==> src/rtl/exu_ctrl.sv <==
// exu_ctrl: multicycle sequencing and decode controller for an RV32I core.
//
// Accepts one instruction at a time from fetch, decodes it, drives the ALU
// opcode and operand selects, then sequences data-memory access and the
// register-file / PC writeback before accepting the next instruction.
//
// Ports:
//   clk, rst             clock, asynchronous active-high reset
//   inst_valid, inst     instruction offered by fetch
//   inst_ready           high only while waiting for an instruction
//   alu_res              ALU result (combinational from current selects)
//   aluop, sel_a, sel_b  ALU opcode and operand selects
//   imm                  sign-extended immediate of the latched instruction
//   rs1/rs2/rd_addr      register fields of the latched instruction
//   res_we               datapath latches alu_res into its result register
//   mem_req/we/size      data-memory request, held until mem_ack
//   mem_ack              memory completes the request
//   rf_we, wb_sel        register-file write and its data source
//   pc_we, pc_sel        PC write and its source
//   halt, illegal        sticky ebreak / illegal-instruction indications
//
// Control outputs are registered: the next-state logic also decodes the
// outputs belonging to the next state, so every control output is a flop.
module exu_ctrl #(
    parameter logic [1:0] RESET_PC_SEL = 2'd0
) (
    input  logic        clk,
    input  logic        rst,
    input  logic        inst_valid,
    input  logic [31:0] inst,
    output logic        inst_ready,
    input  logic [31:0] alu_res,
    output logic [3:0]  aluop,
    output logic [1:0]  sel_a,
    output logic [1:0]  sel_b,
    output logic [31:0] imm,
    output logic [4:0]  rs1_addr,
    output logic [4:0]  rs2_addr,
    output logic [4:0]  rd_addr,
    output logic        res_we,
    output logic        mem_req,
    output logic        mem_we,
    output logic [2:0]  mem_size,
    input  logic        mem_ack,
    output logic        rf_we,
    output logic [1:0]  wb_sel,
    output logic        pc_we,
    output logic [1:0]  pc_sel,
    output logic        halt,
    output logic        illegal
);

    typedef enum logic [2:0] {
        StFetch, StDecode, StExec, StBrt, StMem, StWb, StHalt, StTrap
    } state_e;

    localparam logic [6:0] OpcOp     = 7'b0110011;
    localparam logic [6:0] OpcOpImm  = 7'b0010011;
    localparam logic [6:0] OpcLui    = 7'b0110111;
    localparam logic [6:0] OpcAuipc  = 7'b0010111;
    localparam logic [6:0] OpcJal    = 7'b1101111;
    localparam logic [6:0] OpcJalr   = 7'b1100111;
    localparam logic [6:0] OpcBranch = 7'b1100011;
    localparam logic [6:0] OpcLoad   = 7'b0000011;
    localparam logic [6:0] OpcStore  = 7'b0100011;
    localparam logic [6:0] OpcFence  = 7'b0001111;
    localparam logic [6:0] OpcSystem = 7'b1110011;

    localparam logic [3:0] AluAdd  = 4'd0;
    localparam logic [3:0] AluSub  = 4'd1;
    localparam logic [3:0] AluXor  = 4'd2;
    localparam logic [3:0] AluOr   = 4'd3;
    localparam logic [3:0] AluAnd  = 4'd4;
    localparam logic [3:0] AluSlt  = 4'd5;
    localparam logic [3:0] AluSll  = 4'd6;
    localparam logic [3:0] AluSrl  = 4'd7;
    localparam logic [3:0] AluSra  = 4'd8;
    localparam logic [3:0] AluSltu = 4'd9;
    localparam logic [3:0] AluEq   = 4'd10;

    localparam logic [1:0] SelARs1  = 2'd0;
    localparam logic [1:0] SelAPc   = 2'd1;
    localparam logic [1:0] SelAZero = 2'd2;
    localparam logic [1:0] SelBRs2  = 2'd0;
    localparam logic [1:0] SelBImm  = 2'd1;

    localparam logic [1:0] WbRes = 2'd0;
    localparam logic [1:0] WbMem = 2'd1;
    localparam logic [1:0] WbPc4 = 2'd2;

    localparam logic [1:0] PcPlus4  = 2'd0;
    localparam logic [1:0] PcRes    = 2'd1;
    localparam logic [1:0] PcResAln = 2'd2;

    // ------------------------------------------------------------------
    // State and registered outputs
    // ------------------------------------------------------------------
    state_e      state_q, state_d;
    logic [31:0] ir_q, ir_d;
    logic        taken_q, taken_d;

    logic        inst_ready_q, inst_ready_d;
    logic [3:0]  aluop_q, aluop_d;
    logic [1:0]  sel_a_q, sel_a_d;
    logic [1:0]  sel_b_q, sel_b_d;
    logic        res_we_q, res_we_d;
    logic        mem_req_q, mem_req_d;
    logic        mem_we_q, mem_we_d;
    logic [2:0]  mem_size_q, mem_size_d;
    logic        rf_we_q, rf_we_d;
    logic [1:0]  wb_sel_q, wb_sel_d;
    logic        pc_we_q, pc_we_d;
    logic [1:0]  pc_sel_q, pc_sel_d;
    logic        halt_q, halt_d;
    logic        illegal_q, illegal_d;

    // ------------------------------------------------------------------
    // Decode of the latched instruction
    // ------------------------------------------------------------------
    logic [6:0] opcode;
    logic [2:0] funct3;
    logic [6:0] funct7;

    assign opcode = ir_q[6:0];
    assign funct3 = ir_q[14:12];
    assign funct7 = ir_q[31:25];

    logic is_op, is_opimm, is_lui, is_auipc, is_jal, is_jalr;
    logic is_branch, is_load, is_store;

    assign is_op     = (opcode == OpcOp);
    assign is_opimm  = (opcode == OpcOpImm);
    assign is_lui    = (opcode == OpcLui);
    assign is_auipc  = (opcode == OpcAuipc);
    assign is_jal    = (opcode == OpcJal);
    assign is_jalr   = (opcode == OpcJalr);
    assign is_branch = (opcode == OpcBranch);
    assign is_load   = (opcode == OpcLoad);
    assign is_store  = (opcode == OpcStore);

    logic dec_ebreak;
    logic dec_illegal;

    assign dec_ebreak = (ir_q == 32'h0010_0073);

    always_comb begin
        dec_illegal = 1'b0;
        case (opcode)
            OpcOp: begin
                dec_illegal = !((funct7 == 7'h00) ||
                                ((funct7 == 7'h20) && ((funct3 == 3'd0) || (funct3 == 3'd5))));
            end
            OpcOpImm: begin
                if (funct3 == 3'd1) begin
                    dec_illegal = (funct7 != 7'h00);
                end else if (funct3 == 3'd5) begin
                    dec_illegal = !((funct7 == 7'h00) || (funct7 == 7'h20));
                end
            end
            OpcLoad:   dec_illegal = (funct3 == 3'd3) || (funct3 == 3'd6) || (funct3 == 3'd7);
            OpcStore:  dec_illegal = (funct3 > 3'd2);
            OpcBranch: dec_illegal = (funct3 == 3'd2) || (funct3 == 3'd3);
            OpcSystem: dec_illegal = !dec_ebreak;
            OpcLui, OpcAuipc, OpcJal, OpcJalr, OpcFence: dec_illegal = 1'b0;
            default:   dec_illegal = 1'b1;
        endcase
    end

    // Register-register / register-immediate ALU op from funct3 plus the
    // alternate-encoding bit (SUB / SRA).
    function automatic logic [3:0] arith_op(input logic [2:0] f3, input logic alt);
        case (f3)
            3'd0:    arith_op = alt ? AluSub : AluAdd;
            3'd1:    arith_op = AluSll;
            3'd2:    arith_op = AluSlt;
            3'd3:    arith_op = AluSltu;
            3'd4:    arith_op = AluXor;
            3'd5:    arith_op = alt ? AluSra : AluSrl;
            3'd6:    arith_op = AluOr;
            default: arith_op = AluAnd;
        endcase
    endfunction

    logic [3:0] exe_aluop;
    logic [1:0] exe_sel_a;
    logic [1:0] exe_sel_b;
    logic       exe_res_we;
    logic       br_inv;

    always_comb begin
        exe_aluop  = AluAdd;
        exe_sel_a  = SelARs1;
        exe_sel_b  = SelBRs2;
        exe_res_we = is_op | is_opimm | is_lui | is_auipc | is_jal | is_jalr |
                     is_load | is_store;
        // bne/bge/bgeu are the odd funct3 encodings and invert the compare.
        br_inv     = funct3[0];
        if (is_op) begin
            exe_aluop = arith_op(funct3, ir_q[30]);
        end else if (is_opimm) begin
            // Only the right shift has an alternate form among immediates.
            exe_aluop = arith_op(funct3, (funct3 == 3'd5) & ir_q[30]);
            exe_sel_b = SelBImm;
        end else if (is_lui) begin
            exe_sel_a = SelAZero;
            exe_sel_b = SelBImm;
        end else if (is_auipc || is_jal) begin
            exe_sel_a = SelAPc;
            exe_sel_b = SelBImm;
        end else if (is_jalr || is_load || is_store) begin
            exe_sel_b = SelBImm;
        end else if (is_branch) begin
            case (funct3[2:1])
                2'b10:   exe_aluop = AluSlt;
                2'b11:   exe_aluop = AluSltu;
                default: exe_aluop = AluEq;
            endcase
        end
    end

    // Immediate of the latched instruction by format.
    always_comb begin
        imm = 32'd0;
        if (is_opimm || is_jalr || is_load) begin
            imm = {{20{ir_q[31]}}, ir_q[31:20]};
        end else if (is_store) begin
            imm = {{20{ir_q[31]}}, ir_q[31:25], ir_q[11:7]};
        end else if (is_branch) begin
            imm = {{19{ir_q[31]}}, ir_q[31], ir_q[7], ir_q[30:25], ir_q[11:8], 1'b0};
        end else if (is_lui || is_auipc) begin
            imm = {ir_q[31:12], 12'd0};
        end else if (is_jal) begin
            imm = {{11{ir_q[31]}}, ir_q[31], ir_q[19:12], ir_q[20], ir_q[30:21], 1'b0};
        end
    end

    assign rs1_addr = ir_q[19:15];
    assign rs2_addr = ir_q[24:20];
    assign rd_addr  = ir_q[11:7];

    // Only the compare bit of the ALU result is consumed here.
    logic unused_alu_res;
    assign unused_alu_res = ^alu_res[31:1];

    // ------------------------------------------------------------------
    // Next state, then the outputs that belong to that next state
    // ------------------------------------------------------------------
    always_comb begin
        state_d = state_q;
        ir_d    = ir_q;
        taken_d = taken_q;

        unique case (state_q)
            StFetch: begin
                if (inst_valid) begin
                    ir_d    = inst;
                    taken_d = 1'b0;
                    state_d = StDecode;
                end
            end
            StDecode: begin
                if (dec_illegal) begin
                    state_d = StTrap;
                end else if (dec_ebreak) begin
                    state_d = StHalt;
                end else begin
                    state_d = StExec;
                end
            end
            StExec: begin
                if (is_branch) begin
                    taken_d = alu_res[0] ^ br_inv;
                    state_d = taken_d ? StBrt : StWb;
                end else if (is_load || is_store) begin
                    state_d = StMem;
                end else begin
                    state_d = StWb;
                end
            end
            StBrt:   state_d = StWb;
            StMem:   state_d = mem_ack ? StWb : StMem;
            StWb:    state_d = StFetch;
            StHalt:  state_d = StHalt;
            StTrap:  state_d = StTrap;
        endcase

        // Outputs decoded for state_d. Whenever state_d is past DECODE the
        // instruction register is unchanged, so decoding ir_q is exact.
        inst_ready_d = 1'b0;
        aluop_d      = AluAdd;
        sel_a_d      = SelARs1;
        sel_b_d      = SelBRs2;
        res_we_d     = 1'b0;
        mem_req_d    = 1'b0;
        mem_we_d     = 1'b0;
        mem_size_d   = 3'd0;
        rf_we_d      = 1'b0;
        wb_sel_d     = WbRes;
        pc_we_d      = 1'b0;
        pc_sel_d     = PcPlus4;
        halt_d       = 1'b0;
        illegal_d    = 1'b0;

        unique case (state_d)
            StFetch: begin
                inst_ready_d = 1'b1;
                pc_sel_d     = RESET_PC_SEL;
            end
            StDecode: ;
            StExec: begin
                aluop_d  = exe_aluop;
                sel_a_d  = exe_sel_a;
                sel_b_d  = exe_sel_b;
                res_we_d = exe_res_we;
            end
            StBrt: begin
                sel_a_d  = SelAPc;
                sel_b_d  = SelBImm;
                res_we_d = 1'b1;
            end
            StMem: begin
                mem_req_d  = 1'b1;
                mem_we_d   = is_store;
                mem_size_d = funct3;
            end
            StWb: begin
                pc_we_d = 1'b1;
                if (is_jal || (is_branch && taken_d)) begin
                    pc_sel_d = PcRes;
                end else if (is_jalr) begin
                    pc_sel_d = PcResAln;
                end
                if (is_load) begin
                    wb_sel_d = WbMem;
                end else if (is_jal || is_jalr) begin
                    wb_sel_d = WbPc4;
                end
                rf_we_d = (is_op || is_opimm || is_lui || is_auipc || is_load ||
                           is_jal || is_jalr) && (rd_addr != 5'd0);
            end
            StHalt:  halt_d    = 1'b1;
            StTrap:  illegal_d = 1'b1;
        endcase
    end

    always_ff @(posedge clk or posedge rst) begin
        if (rst) begin
            state_q      <= StFetch;
            ir_q         <= 32'd0;
            taken_q      <= 1'b0;
            inst_ready_q <= 1'b1;
            aluop_q      <= AluAdd;
            sel_a_q      <= SelARs1;
            sel_b_q      <= SelBRs2;
            res_we_q     <= 1'b0;
            mem_req_q    <= 1'b0;
            mem_we_q     <= 1'b0;
            mem_size_q   <= 3'd0;
            rf_we_q      <= 1'b0;
            wb_sel_q     <= WbRes;
            pc_we_q      <= 1'b0;
            pc_sel_q     <= RESET_PC_SEL;
            halt_q       <= 1'b0;
            illegal_q    <= 1'b0;
        end else begin
            state_q      <= state_d;
            ir_q         <= ir_d;
            taken_q      <= taken_d;
            inst_ready_q <= inst_ready_d;
            aluop_q      <= aluop_d;
            sel_a_q      <= sel_a_d;
            sel_b_q      <= sel_b_d;
            res_we_q     <= res_we_d;
            mem_req_q    <= mem_req_d;
            mem_we_q     <= mem_we_d;
            mem_size_q   <= mem_size_d;
            rf_we_q      <= rf_we_d;
            wb_sel_q     <= wb_sel_d;
            pc_we_q      <= pc_we_d;
            pc_sel_q     <= pc_sel_d;
            halt_q       <= halt_d;
            illegal_q    <= illegal_d;
        end
    end

    assign inst_ready = inst_ready_q;
    assign aluop      = aluop_q;
    assign sel_a      = sel_a_q;
    assign sel_b      = sel_b_q;
    assign res_we     = res_we_q;
    assign mem_req    = mem_req_q;
    assign mem_we     = mem_we_q;
    assign mem_size   = mem_size_q;
    assign rf_we      = rf_we_q;
    assign wb_sel     = wb_sel_q;
    assign pc_we      = pc_we_q;
    assign pc_sel     = pc_sel_q;
    assign halt       = halt_q;
    assign illegal    = illegal_q;

endmodule

==> config.mk <==
export PLATFORM = sky130hd
export DESIGN_NAME = exu_ctrl
export DESIGN_NICKNAME = d
export VERILOG_FILES = /design/src/rtl/exu_ctrl.sv
export SDC_FILE = /design/constraint.sdc
export NUM_CORES = 1
export LEC_CHECK = 0
export ABC_AREA = 1
export BUFFER_PORTS_ARGS = -buffer_cell sky130_fd_sc_hd__buf_4
export CAP_MARGIN = 15
export CORE_ASPECT_RATIO = 0.8
export CORE_MARGIN = 4
export CORE_UTILIZATION = 48
export DETAILED_ROUTE_END_ITERATION = 8
export PLACE_DENSITY = 0.8
export SYNTH_ARGS = -nofsm -noshare
export SYNTH_HDL_FRONTEND = slang
export SYNTH_SLANG_ARGS = --single-unit
==> constraint.sdc <==
create_clock -name clk -period 2.4 [get_ports clk]
set_clock_uncertainty 0.05 [all_clocks]
set_input_delay 0.48 -clock clk [delete_from_list [all_inputs] [get_ports clk]]
set_output_delay 0.48 -clock clk [all_outputs]
set_load 0.03 [all_outputs]
==> results.ini <==
[die]
die_height_um=81.7
core_area_um2=6510
rows=26
dieArea_um2=8190
ioPinCount=138
die_w_um=100
initial_utilization=0.501

[timing]
max_slew_margin=0.652
setup_viol=17
tightest_slew_ns=0.521
hold_violations=0
finalMaxSlewViolations=0
layout_setup_ws_ns=-0.0681
finalCritPeriodShare=1.03
max_freq_mhz=405
rsz0062_at_grt=true
layout_min_cycle_time_ns=2.47

[clock_network]
cts_buffer_depth=2
clock_latency_ns=0.34
cts_hold_buf=0
cts_sinks=58
htreeDepth=3
clkTransAtPathRegs_ns=0.07
cts-root-buf=clkbuf_8
tritoncts=built
numCtsBuffers=9

[routing]
drtIter0Drc=192
num_vias=3191
drc=0
drtAntennaViolNets=0
vias_per_cell=5.18
first_pass_iters=5
totalWireLength_um=9150
wl_per_cell_um=14.9

[worst_setup_path]
regToRegEndpoint=mem_size[0]
r2r_start=ir_q[3]
crit_fanout=6
r2r_cells=16
startpoint=ir_q[3]
crit_end=imm[20]
path_class=flop to primary output
critPathLaunchType=flop
ff2ff_setup_slack_ns=0.19
crit_path_end_kind=primary output
cp.arrival_ns=1.94
required_ns=1.87

[cells_and_area]
fillerInstances=485
multi_input_area_um2=1620
seq_area_um2=1460
layout_common_cells=buf_4, nor2_1, dfrtp_1, nand2_1, inv_1
n_antenna_cell=0
drive_gt1_frac=0.461
stdcell_area_um2=4650
layout_commonest_cell=buf_4
nets=595
postLayoutCoreUtil=0.715
area_growth_pct=42.5

[job]
drv_cap=0

[synthesis]
netlist_instances=414
synth_xor_area_frac=0.00269
synthMuxAreaShare=0.0311
netlist_area_um2=3260
synth_fp_nets=482
postSynthAreaPerCell_um2=7.88
yosys_register_bits=58
synth_top_family_by_area=simple AND/OR/NAND/NOR gates
ys_types=36
synthAdderAreaFrac=0
synth-compound-area-share=0.105
synth-simple-area-share=0.300
seq_area_frac_synth=0.445
yosys_warnings=0

[global_route]
met1_usage=0.286
grt_usage=0.220
grt_antenna_before_repair=0
grt-busiest-layer=met2
grt_max_degree=38
use_met2=0.357
grt_pass1_wl_um=13900
grt_overflow_total=0
gr-usage-met3=0.0671
grt_pass1_vias=2869

[place]
portBuffers=105
post_dp_cell_area_um2=4030
gp_congestion=0.903
dp_hpwl_um=6500

[worst_hold_path]
hold_class=primary input to async pin

[outcome]
violations=negative setup slack
status=complete, but fails checks

[power]
p_leak_nw=2.47
ir_drop_mv=0.680
power_density_nw_per_um2=1220

[critical path: stages (launching register included)]
cell     delay, ns
dfrtp_1       0.40
inv_2         0.08
nand2_2       0.08
nor2_4        0.18
nand2_2       0.09
inv_2         0.09
nor2_4        0.05
inv_2         0.07
nor2_4        0.05
nand2_4       0.14
nand2_8       0.10
o21ai_2       0.10
buf_6         0.16
[Yosys cell counts (all sizes together)]
cell type,count,area share
nor2,98,0.14
a22oi,1,0.0023
conb,1,0.0011
o21ai,28,0.044
dfrtp,57,0.44
nor3,6,0.014
o31ai,1,0.0023
a21oi,30,0.047
a221oi,1,0.0027
clkbuf,5,0.0058
nand2,76,0.10
inv,52,0.061
dfstp,1,0.0081
o211ai,1,0.0023
nand3,19,0.033
mux2,9,0.031
xor2,1,0.0027
a31oi,1,0.0019
nand4,4,0.0077
buf,21,0.048
o221ai,1,0.0027
[layer usage]
| metal | vias to the layer above | wire length (um) |
|---|---|---|
| met5 | - | 0 |
| met4 | 0 | 120 |
| met3 | 13 | 704 |
| met2 | 139 | 4480 |
| met1 | 1514 | 3840 |
| li1 | 1525 | - |
[how the worst min path moves through the flow]
stage               startpoint  endpoint  cells past startpoint
floorplan              taken_q   taken_q                      2
global placement       taken_q   taken_q                      2
detailed placement     ir_q[0]   ir_q[0]                      1
CTS                        rst  ir_q[19]                      2
global route               rst  ir_q[19]                      2
finish                     rst  ir_q[19]                      2
[power by group]
| group | internal, mW | total (mW) | leakage, nW | switching, mW |
|---|---|---|---|---|
| clock network | 0.742 | 1.13 | 0.129 | 0.386 |
| registers | 1.31 | 1.63 | 0.698 | 0.316 |
| logic | 0.999 | 2.91 | 1.64 | 1.91 |
| total | 3.06 | 5.67 | 2.47 | 2.61 |
[through the flow]
stage	hold slack [ns]	TNS (ns)	cells	worst slack, ns	power, mW
4_1_cts	0.118	-0.0198	605	-0.0133	5.44
3_5_place_dp	0.474	0	581	0.0176	4.20
5_1_grt	0.141	-3.47	616	-0.186	6.02
2_1_floorplan	0.430	0	414	0.172	3.59
6_report	0.126	-0.713	616	-0.0681	5.67
3_3_place_gp	0.453	0	581	0.0460	4.12
[flip-flops by register name (all words and copies together), names as in the netlist]
name,count
ir_q,32
aluop,4
mem_size,3
state_q,3
pc_sel,2
sel_a,2
wb_sel,2
halt,1
illegal,1
inst_ready,1
mem_req,1
mem_we,1
pc_we,1
res_we,1
rf_we,1
sel_b,1
taken_q,1
[timing repair]
item                                    CTS  global route
endpoints found under the setup margin   26            32
gates resized for setup                  19            57
gates cloned                              1             1
pin swaps                                 3             7
buffers inserted                          7            10
[kinds of logic (layout without fill, tap and decap cells)]
family | count (synthesis) | count (layout)
other cells | 1 | 1
simple gates | 203 | 205
mux | 9 | 9
flops | 58 | 58
xor+xnor | 1 | 1
buf+inv | 78 | 194
compound gates | 64 | 64
[final cells by class]
cell class,count,area share
timing repair buffer,126,0.218
tap,84,0.0226
inverter,52,0.0436
multi-input combinational,280,0.349
sequential,58,0.313
clock inverter,5,0.0215
clock buffer,11,0.0326
No activity file was read; power rests on OpenSTA's default activity.
